## config.mk

```make
export PLATFORM = sky130hd
export DESIGN_NAME = bus_arbiter_flat
export DESIGN_NICKNAME = d
export VERILOG_FILES = /design/src/rtl/bus_pkg.sv /design/src/rtl/bus_arbiter_if.sv /design/src/rtl/rr_priority_picker.sv /design/src/rtl/bus_arbiter.sv /design/src/flat_wrapper.sv
export SDC_FILE = /design/constraint.sdc
export NUM_CORES = 1
export LEC_CHECK = 0
export CORE_AREA = 2 2 39 41
export DETAILED_ROUTE_END_ITERATION = 10
export DIE_AREA = 0 0 41 43
export GPL_TIMING_DRIVEN = 1
export PLACE_DENSITY = 0.76
export SLEW_MARGIN = 25
export SYNTH_ARGS = -nofsm -noshare
export SYNTH_HDL_FRONTEND = slang
export SYNTH_HIERARCHICAL = 1
export SYNTH_SLANG_ARGS = --single-unit
```

## constraint.sdc

```tcl
create_clock -name clk -period 3.5 [get_ports clk]
set_clock_uncertainty 0.15 [all_clocks]
set_input_delay 0.7 -clock clk [delete_from_list [all_inputs] [get_ports clk]]
set_output_delay 0.7 -clock clk [all_outputs]
set_load 0.01 [all_outputs]
```

## src/rtl/bus_pkg.sv

```systemverilog
// Shared types and helpers for the serial bus arbiter.
// rr_pick scans from the pointer upward and wraps, returning the first requester found.
package bus_pkg;

  localparam int MAX_MASTERS = 8;
  localparam int IDX_W       = 3;

  typedef enum logic [1:0] {IDLE, GRANT, RESUME} arb_state_e;

  typedef struct packed {
    logic             found;
    logic [IDX_W-1:0] idx;
  } rr_pick_t;

  function automatic rr_pick_t rr_pick(input logic [MAX_MASTERS-1:0] req,
                                       input logic [IDX_W-1:0]       ptr,
                                       input int                     n);
    rr_pick_t         r;
    logic [IDX_W-1:0] j;
    r = '0;
    for (int i = 0; i < MAX_MASTERS; i++) begin
      j = IDX_W'((int'(ptr) + i) % n);
      if (i < n && !r.found && req[j]) begin
        r.found = 1'b1;
        r.idx   = j;
      end
    end
    return r;
  endfunction

endpackage

```

## src/rtl/bus_arbiter_if.sv

```systemverilog
// Request/grant bundle between the bus masters and the central arbiter.
// master: requester/slave-split side; slave: the arbiter itself.
interface bus_arbiter_if #(
  parameter int NUM_MASTERS = 2,
  parameter int SEL_WIDTH   = 1
);
  logic [NUM_MASTERS-1:0] mreq;
  logic                   split;
  logic [NUM_MASTERS-1:0] mgrant;
  logic [SEL_WIDTH-1:0]   msel;
  logic                   bus_busy;
  logic [NUM_MASTERS-1:0] preempt;
  logic                   split_pending;

  modport master (output mreq, split,
                  input  mgrant, msel, bus_busy, preempt, split_pending);
  modport slave  (input  mreq, split,
                  output mgrant, msel, bus_busy, preempt, split_pending);
endinterface

```

## src/rtl/rr_priority_picker.sv

```systemverilog
// Combinational round-robin selector: first request at or after ptr, wrapping.
module rr_priority_picker import bus_pkg::*; #(
  parameter int NUM_MASTERS = 2,
  parameter int SEL_WIDTH   = 1
) (
  input  logic [NUM_MASTERS-1:0] req,
  input  logic [SEL_WIDTH-1:0]   ptr,
  output logic [SEL_WIDTH-1:0]   idx,
  output logic                   found
);
  rr_pick_t pick;

  always_comb begin
    pick  = rr_pick(MAX_MASTERS'(req), IDX_W'(ptr), NUM_MASTERS);
    idx   = SEL_WIDTH'(pick.idx);
    found = pick.found;
  end
endmodule

```

## src/rtl/bus_arbiter.sv

```systemverilog
// Round-robin arbiter for the serial bus with one tracked split transaction
// and an optional watchdog that revokes grants held too long.
module bus_arbiter import bus_pkg::*; #(
  parameter int NUM_MASTERS = 2,
  parameter int MAX_HOLD    = 0,
  parameter int SEL_WIDTH   = (NUM_MASTERS > 1) ? $clog2(NUM_MASTERS) : 1
) (
  input logic           clk,
  input logic           rstn,
  bus_arbiter_if.slave  bus
);
  localparam int                     HOLD_W   = (MAX_HOLD > 1) ? $clog2(MAX_HOLD + 1) : 1;
  localparam logic [HOLD_W:0]        HOLD_LIM = (HOLD_W+1)'(MAX_HOLD);
  localparam logic [HOLD_W:0]        HOLD_ONE = (HOLD_W+1)'(1);
  localparam logic [NUM_MASTERS-1:0] ONE      = NUM_MASTERS'(1);
  localparam logic [SEL_WIDTH-1:0]   SEL_ONE  = SEL_WIDTH'(1);
  localparam logic [SEL_WIDTH-1:0]   LAST     = SEL_WIDTH'(NUM_MASTERS - 1);

  arb_state_e             state_q, state_d;
  logic [NUM_MASTERS-1:0] grant_q, grant_d, preempt_q, preempt_d, eligible;
  logic [SEL_WIDTH-1:0]   msel_q, msel_d, owner_q, owner_d, rr_q, rr_d, sown_q, sown_d;
  logic [SEL_WIDTH-1:0]   pick_idx, owner_inc;
  logic                   pend_q, pend_d, split_q;
  logic                   split_rise, split_fall, pick_found, wd_expire, owner_req, sown_req;
  logic [HOLD_W-1:0]      hold_q, hold_d;
  logic [HOLD_W:0]        hold_inc;

  // The parked split owner keeps mreq high but must not win normal arbitration.
  assign eligible   = bus.mreq & ~(pend_q ? (ONE << sown_q) : '0);
  assign split_rise = bus.split & ~split_q;
  assign split_fall = ~bus.split & split_q & pend_q;
  assign owner_req  = bus.mreq[owner_q];
  assign sown_req   = bus.mreq[sown_q];
  assign owner_inc  = (owner_q == LAST) ? '0 : owner_q + SEL_ONE;
  assign hold_inc   = {1'b0, hold_q} + HOLD_ONE;
  assign wd_expire  = (MAX_HOLD > 0) && (hold_inc == HOLD_LIM);

  rr_priority_picker #(.NUM_MASTERS(NUM_MASTERS), .SEL_WIDTH(SEL_WIDTH)) u_pick (
    .req   (eligible),
    .ptr   (rr_q),
    .idx   (pick_idx),
    .found (pick_found)
  );

  always_comb begin
    state_d   = state_q;
    grant_d   = grant_q;
    msel_d    = msel_q;
    owner_d   = owner_q;
    rr_d      = rr_q;
    sown_d    = sown_q;
    pend_d    = pend_q;
    hold_d    = hold_q;
    preempt_d = '0;
    if (split_fall) pend_d = 1'b0;
    // Slave is already in SEND: resume wins over everything else this cycle.
    if (split_fall && sown_req) begin
      if (state_q == GRANT && owner_q != sown_q) preempt_d = ONE << owner_q;
      state_d = RESUME;
      grant_d = ONE << sown_q;
      msel_d  = sown_q;
      owner_d = sown_q;
      hold_d  = '0;
    end else begin
      case (state_q)
        IDLE: if (pick_found) begin
          state_d = GRANT;
          grant_d = ONE << pick_idx;
          msel_d  = pick_idx;
          owner_d = pick_idx;
          hold_d  = '0;
        end
        RESUME: if (!owner_req) begin
          state_d = IDLE;
          grant_d = '0;
          rr_d    = owner_inc;
        end else begin
          state_d = GRANT;
          hold_d  = '0;
        end
        GRANT: if (!owner_req) begin
          state_d = IDLE;
          grant_d = '0;
          rr_d    = owner_inc;
        end else if (split_rise && !pend_q) begin
          state_d = IDLE;
          grant_d = '0;
          sown_d  = owner_q;
          pend_d  = 1'b1;
          rr_d    = owner_inc;
        end else if (wd_expire) begin
          state_d   = IDLE;
          grant_d   = '0;
          preempt_d = ONE << owner_q;
          rr_d      = owner_inc;
        end else begin
          hold_d = hold_inc[HOLD_W-1:0];
        end
        default: begin
          state_d = IDLE;
          grant_d = '0;
        end
      endcase
    end
  end

  always_ff @(posedge clk or negedge rstn) begin
    if (!rstn) begin
      state_q   <= IDLE;
      grant_q   <= '0;
      msel_q    <= '0;
      owner_q   <= '0;
      rr_q      <= '0;
      sown_q    <= '0;
      pend_q    <= 1'b0;
      hold_q    <= '0;
      preempt_q <= '0;
      split_q   <= 1'b0;
    end else begin
      state_q   <= state_d;
      grant_q   <= grant_d;
      msel_q    <= msel_d;
      owner_q   <= owner_d;
      rr_q      <= rr_d;
      sown_q    <= sown_d;
      pend_q    <= pend_d;
      hold_q    <= hold_d;
      preempt_q <= preempt_d;
      split_q   <= bus.split;
    end
  end

  assign bus.mgrant        = grant_q;
  assign bus.msel          = msel_q;
  assign bus.bus_busy      = |grant_q;
  assign bus.preempt       = preempt_q;
  assign bus.split_pending = pend_q;
endmodule

```

## src/flat_wrapper.sv

```systemverilog
// flat-port wrapper written by rule: the top's interface ports become plain ports
module bus_arbiter_flat import bus_pkg::*;
#(
  parameter int NUM_MASTERS = 2,
  parameter int MAX_HOLD    = 0,
  parameter int SEL_WIDTH   = (NUM_MASTERS > 1) ? $clog2(NUM_MASTERS) : 1
)
  (clk, rstn, bus_mreq, bus_split, bus_mgrant, bus_msel, bus_bus_busy, bus_preempt, bus_split_pending);
  bus_arbiter_if #(.NUM_MASTERS(NUM_MASTERS), .SEL_WIDTH(SEL_WIDTH)) bus_i ();
  input logic clk;
  input logic rstn;
  input wire logic [$bits(bus_i.mreq)-1:0] bus_mreq;
  input wire logic [$bits(bus_i.split)-1:0] bus_split;
  output wire logic [$bits(bus_i.mgrant)-1:0] bus_mgrant;
  output wire logic [$bits(bus_i.msel)-1:0] bus_msel;
  output wire logic [$bits(bus_i.bus_busy)-1:0] bus_bus_busy;
  output wire logic [$bits(bus_i.preempt)-1:0] bus_preempt;
  output wire logic [$bits(bus_i.split_pending)-1:0] bus_split_pending;
  assign bus_i.mreq = bus_mreq;
  assign bus_i.split = bus_split;
  assign bus_mgrant = bus_i.mgrant;
  assign bus_msel = bus_i.msel;
  assign bus_bus_busy = bus_i.bus_busy;
  assign bus_preempt = bus_i.preempt;
  assign bus_split_pending = bus_i.split_pending;
  bus_arbiter #(.NUM_MASTERS(NUM_MASTERS), .MAX_HOLD(MAX_HOLD), .SEL_WIDTH(SEL_WIDTH)) u_core (.clk(clk), .rstn(rstn), .bus(bus_i));
endmodule
```

==> flow_summary.toml <==
[setup_path]
critPathTopFamily = "buffers and inverters"
critical_path_arrival_ps = 1430
crit_chain = "or2_2 > clkdlybuf4s50_1"
cp.buffers_inverters = 1
cp_slowest_cell = "clkdlybuf4s50_1"
worst_setup_path_end_kind = "output pin"
start_kind = "flop"
rr_startpoint = "u_core/state_q[0]"
slowest_delay_ps = 470
critPathMaxFanout = 3
worst-setup-path-type = "flop to output pin"
worstPathRequired_ps = 2650
startpoint = "u_core/bus.mgrant[1]"

[yosys]
synthXorXnorAreaFrac_pct = 0
synth_top_family_by_area = "simple AND/OR/NAND/NOR gates"
yosys.cell_types.count = 29
synth_top_area_share_pct = 41.90
yosys.area.top_type = "dfrtp_1"
synth-simple-area-share_pct = 20.76
muxShareOfSynthArea_pct = 8.190
synth_compound_area_share_pct = 17.33
synth.area.top_cells = "dfrtp_1 42%, ha_1 5.7%, mux2_2 5.1%"
synth_fa_ha_area_share_pct = 5.714
syn_inst = 68
synth_seq_cells = 11
synth_nets = 76
ys_seq_area_share_pct = 41.90
netlist_area_um2 = 656.9
yosysWarnings = 6
post_synth.cell_area_avg_um2 = 9.660

[worst_hold_path]
hold_path.startpoint = "u_core/rr_q"
hp-class = "flop to flop"

[layout]
finalInstanceArea_um2 = 803.3
drive_above_1_share_pct = 13.58
nets = 90
layout_common_cells = "11 x clkdlybuf4s50_1, 11 x dfrtp_1, 8 x inv_1, 6 x nand2_1"
antenna_cells = 0
syn2layout_area_growth_pct = 22.29

[cts]
clock_path_buffers = 2
cts_hold_buf = 0
cts_sinks = 11
htreeDepth = 1
cts_setup_buffers = 0
clk_pin_slew_ps = 80
cts-buffers-inserted = 3
cts_resized = 0
clk_latency_ps = 270
cts_tree = "yes"
ctsRootBufferMaster = "clkbuf_4"

[sta]
setup_viol_count_final = 0
fin_tns_setup_ps = 0
post-route-period-util_pct = 65.08
rsz0062_at_grt = "false"
fmax_mhz = 439.0
min_period_ps = 2278
max_slew_margin_pct = 65.69
tightest_slew_ps = 513.0
drv_slew = 0
finalHoldViolCount = 0

[floorplan]
die_h_um = 43
dieArea_um2 = 1763
io_pins = 12
core_area_um2 = 1384
start_util_pct = 47.47
floorplan.rows = 14
fp.dieW_um = 41

[grt]
grt_max_degree = 12
grtUsageTotal_pct = 18.62
grt_pass1_vias = 504
grt_pass1_wl_um = 2152
antenna_found_initial = 0
overflow = 0

[power_and_ir_drop]
p_clk_share_pct = 15.2
vdd_drop_max_v = 0.0003126
switching_share_pct = 37.66
power.density_nw_per_um2 = 716.2
pwr-share-comb_pct = 47.9
seqPwrFrac_pct = 36.9
internal_power_uw = 358.6
netSwitchingPower_uw = 216.7
p_leak_nw = 0.3572

[placement]
post_dp_cell_area_um2 = 777.0
dp_hpwl_um = 916.7
portBuffers = 11
routabilityCongestion = 0.7745

[route]
ant_nets = 0
vias = 549
first_iter_violations = 12
route.met2.wl_um = 590
viasPerCell = 5.660
routed_wl_um = 1240
firstDrtPassIters = 4
met1Wirelength_um = 541
wire_per_inst_um = 12.78
met3RoutedLength_um = 92
drc = 0
highest_layer = "met4"

[run_status]
status = "complete, no violations"

[run]
cap_violations = 0
## layer usage
layer | vias up | track usage, %
li1 | 268 | -
met1 | 257 | 23.15
met3 | 2 | 4.712
met5 | - | 0
met2 | 22 | 27.19
met4 | 0 | 12.00
## synth_stat cells
library cell and count:
nand4b_1 1, mux2_2 3, o211ai_2 1, a21oi_1 1
a21boi_0 1, a21boi_1 1, nor3b_1 1, and3_1 1
nand3_1 3, or4b_4 1, o211a_2 1, ha_1 3
or2_1 3, nor2b_1 1, o21ai_0 2, nor3_1 2
o211ai_1 3, nand3b_1 1, mux2i_1 2, nor2_1 2
nand2_1 6, o2bb2ai_1 1, dfrtp_1 11, nand4_1 1
o221a_2 1, buf_2 2, inv_1 8, or2_2 1
a31oi_1 3
## flip-flops by register name (all words and copies together), names as in the netlist
register,cells
u_core/bus.mgrant,2
u_core/bus.preempt,2
u_core/state_q,2
u_core/bus.split_pending,1
u_core/owner_q,1
u_core/rr_q,1
u_core/sown_q,1
u_core/split_q,1
## per-stage QoR
step                util (%)  hold WS, ps  setup WS, ps  power [mW]  std cells
floorplan                  -        254.4          1593      0.3991         68
global placement       56.15        360.1          1072      0.4847         93
detailed placement     56.15        373.2          1033      0.4908         93
CTS                    58.05        399.4          1208      0.5819         97
global route           58.05        449.7          1160      0.6279         97
finish                 58.05        393.4          1222      0.5753         97
## cells by family after synthesis
family	after synthesis
and+or+nand+nor	24
AOI/OAI and AO/OA	15
DFF	11
buffers and inverters	10
muxes	5
adders and majority gates	3
## path summary, 6_finish.rpt
| check | to | slack [ps] | cells past startpoint |
|---|---|---|---|
| max in group asynchronous | u_core/rr_q | 2230 | 1 |
| worst min-delay path | u_core/rr_q | 390 | 2 |
| worst max-delay path | bus_bus_busy | 1220 | 2 |
| worst min register to register | u_core/rr_q | 390 | 2 |
| worst max register to register | u_core/bus.mgrant[0] | 1620 | 6 |
| min in group asynchronous | u_core/state_q[1] | 610 | 1 |
## power groups by stage
stage	combinational, mW	sequential [mW]	clock, mW
6_report	0.275	0.212	0.0875
5_1_grt	0.308	0.222	0.0981
4_1_cts	0.278	0.212	0.0915
3_5_place_dp	0.275	0.215	0
3_3_place_gp	0.270	0.215	0
2_1_floorplan	0.192	0.207	0
## worst register-to-register path, delay by kind of cell, from the launching register on
family	cells	cell delay [ps]
AOI/OAI and AO/OA	3	420
adders and majority gates	1	230
buffers and inverters	1	70
DFF	1	370
and+or+nand+nor	1	500
## cell type report
type                            instances  area, um2
Fill cell                             140      580.6
Multi-Input combinational cell         47      341.6
Sequential cell                        11      275.3
Timing Repair Buffer                   11      110.1
Inverter                                8      30.03
Clock buffer                            4      26.28
Tap cell                               16      20.02
No activity file was read; power rests on OpenSTA's default activity.
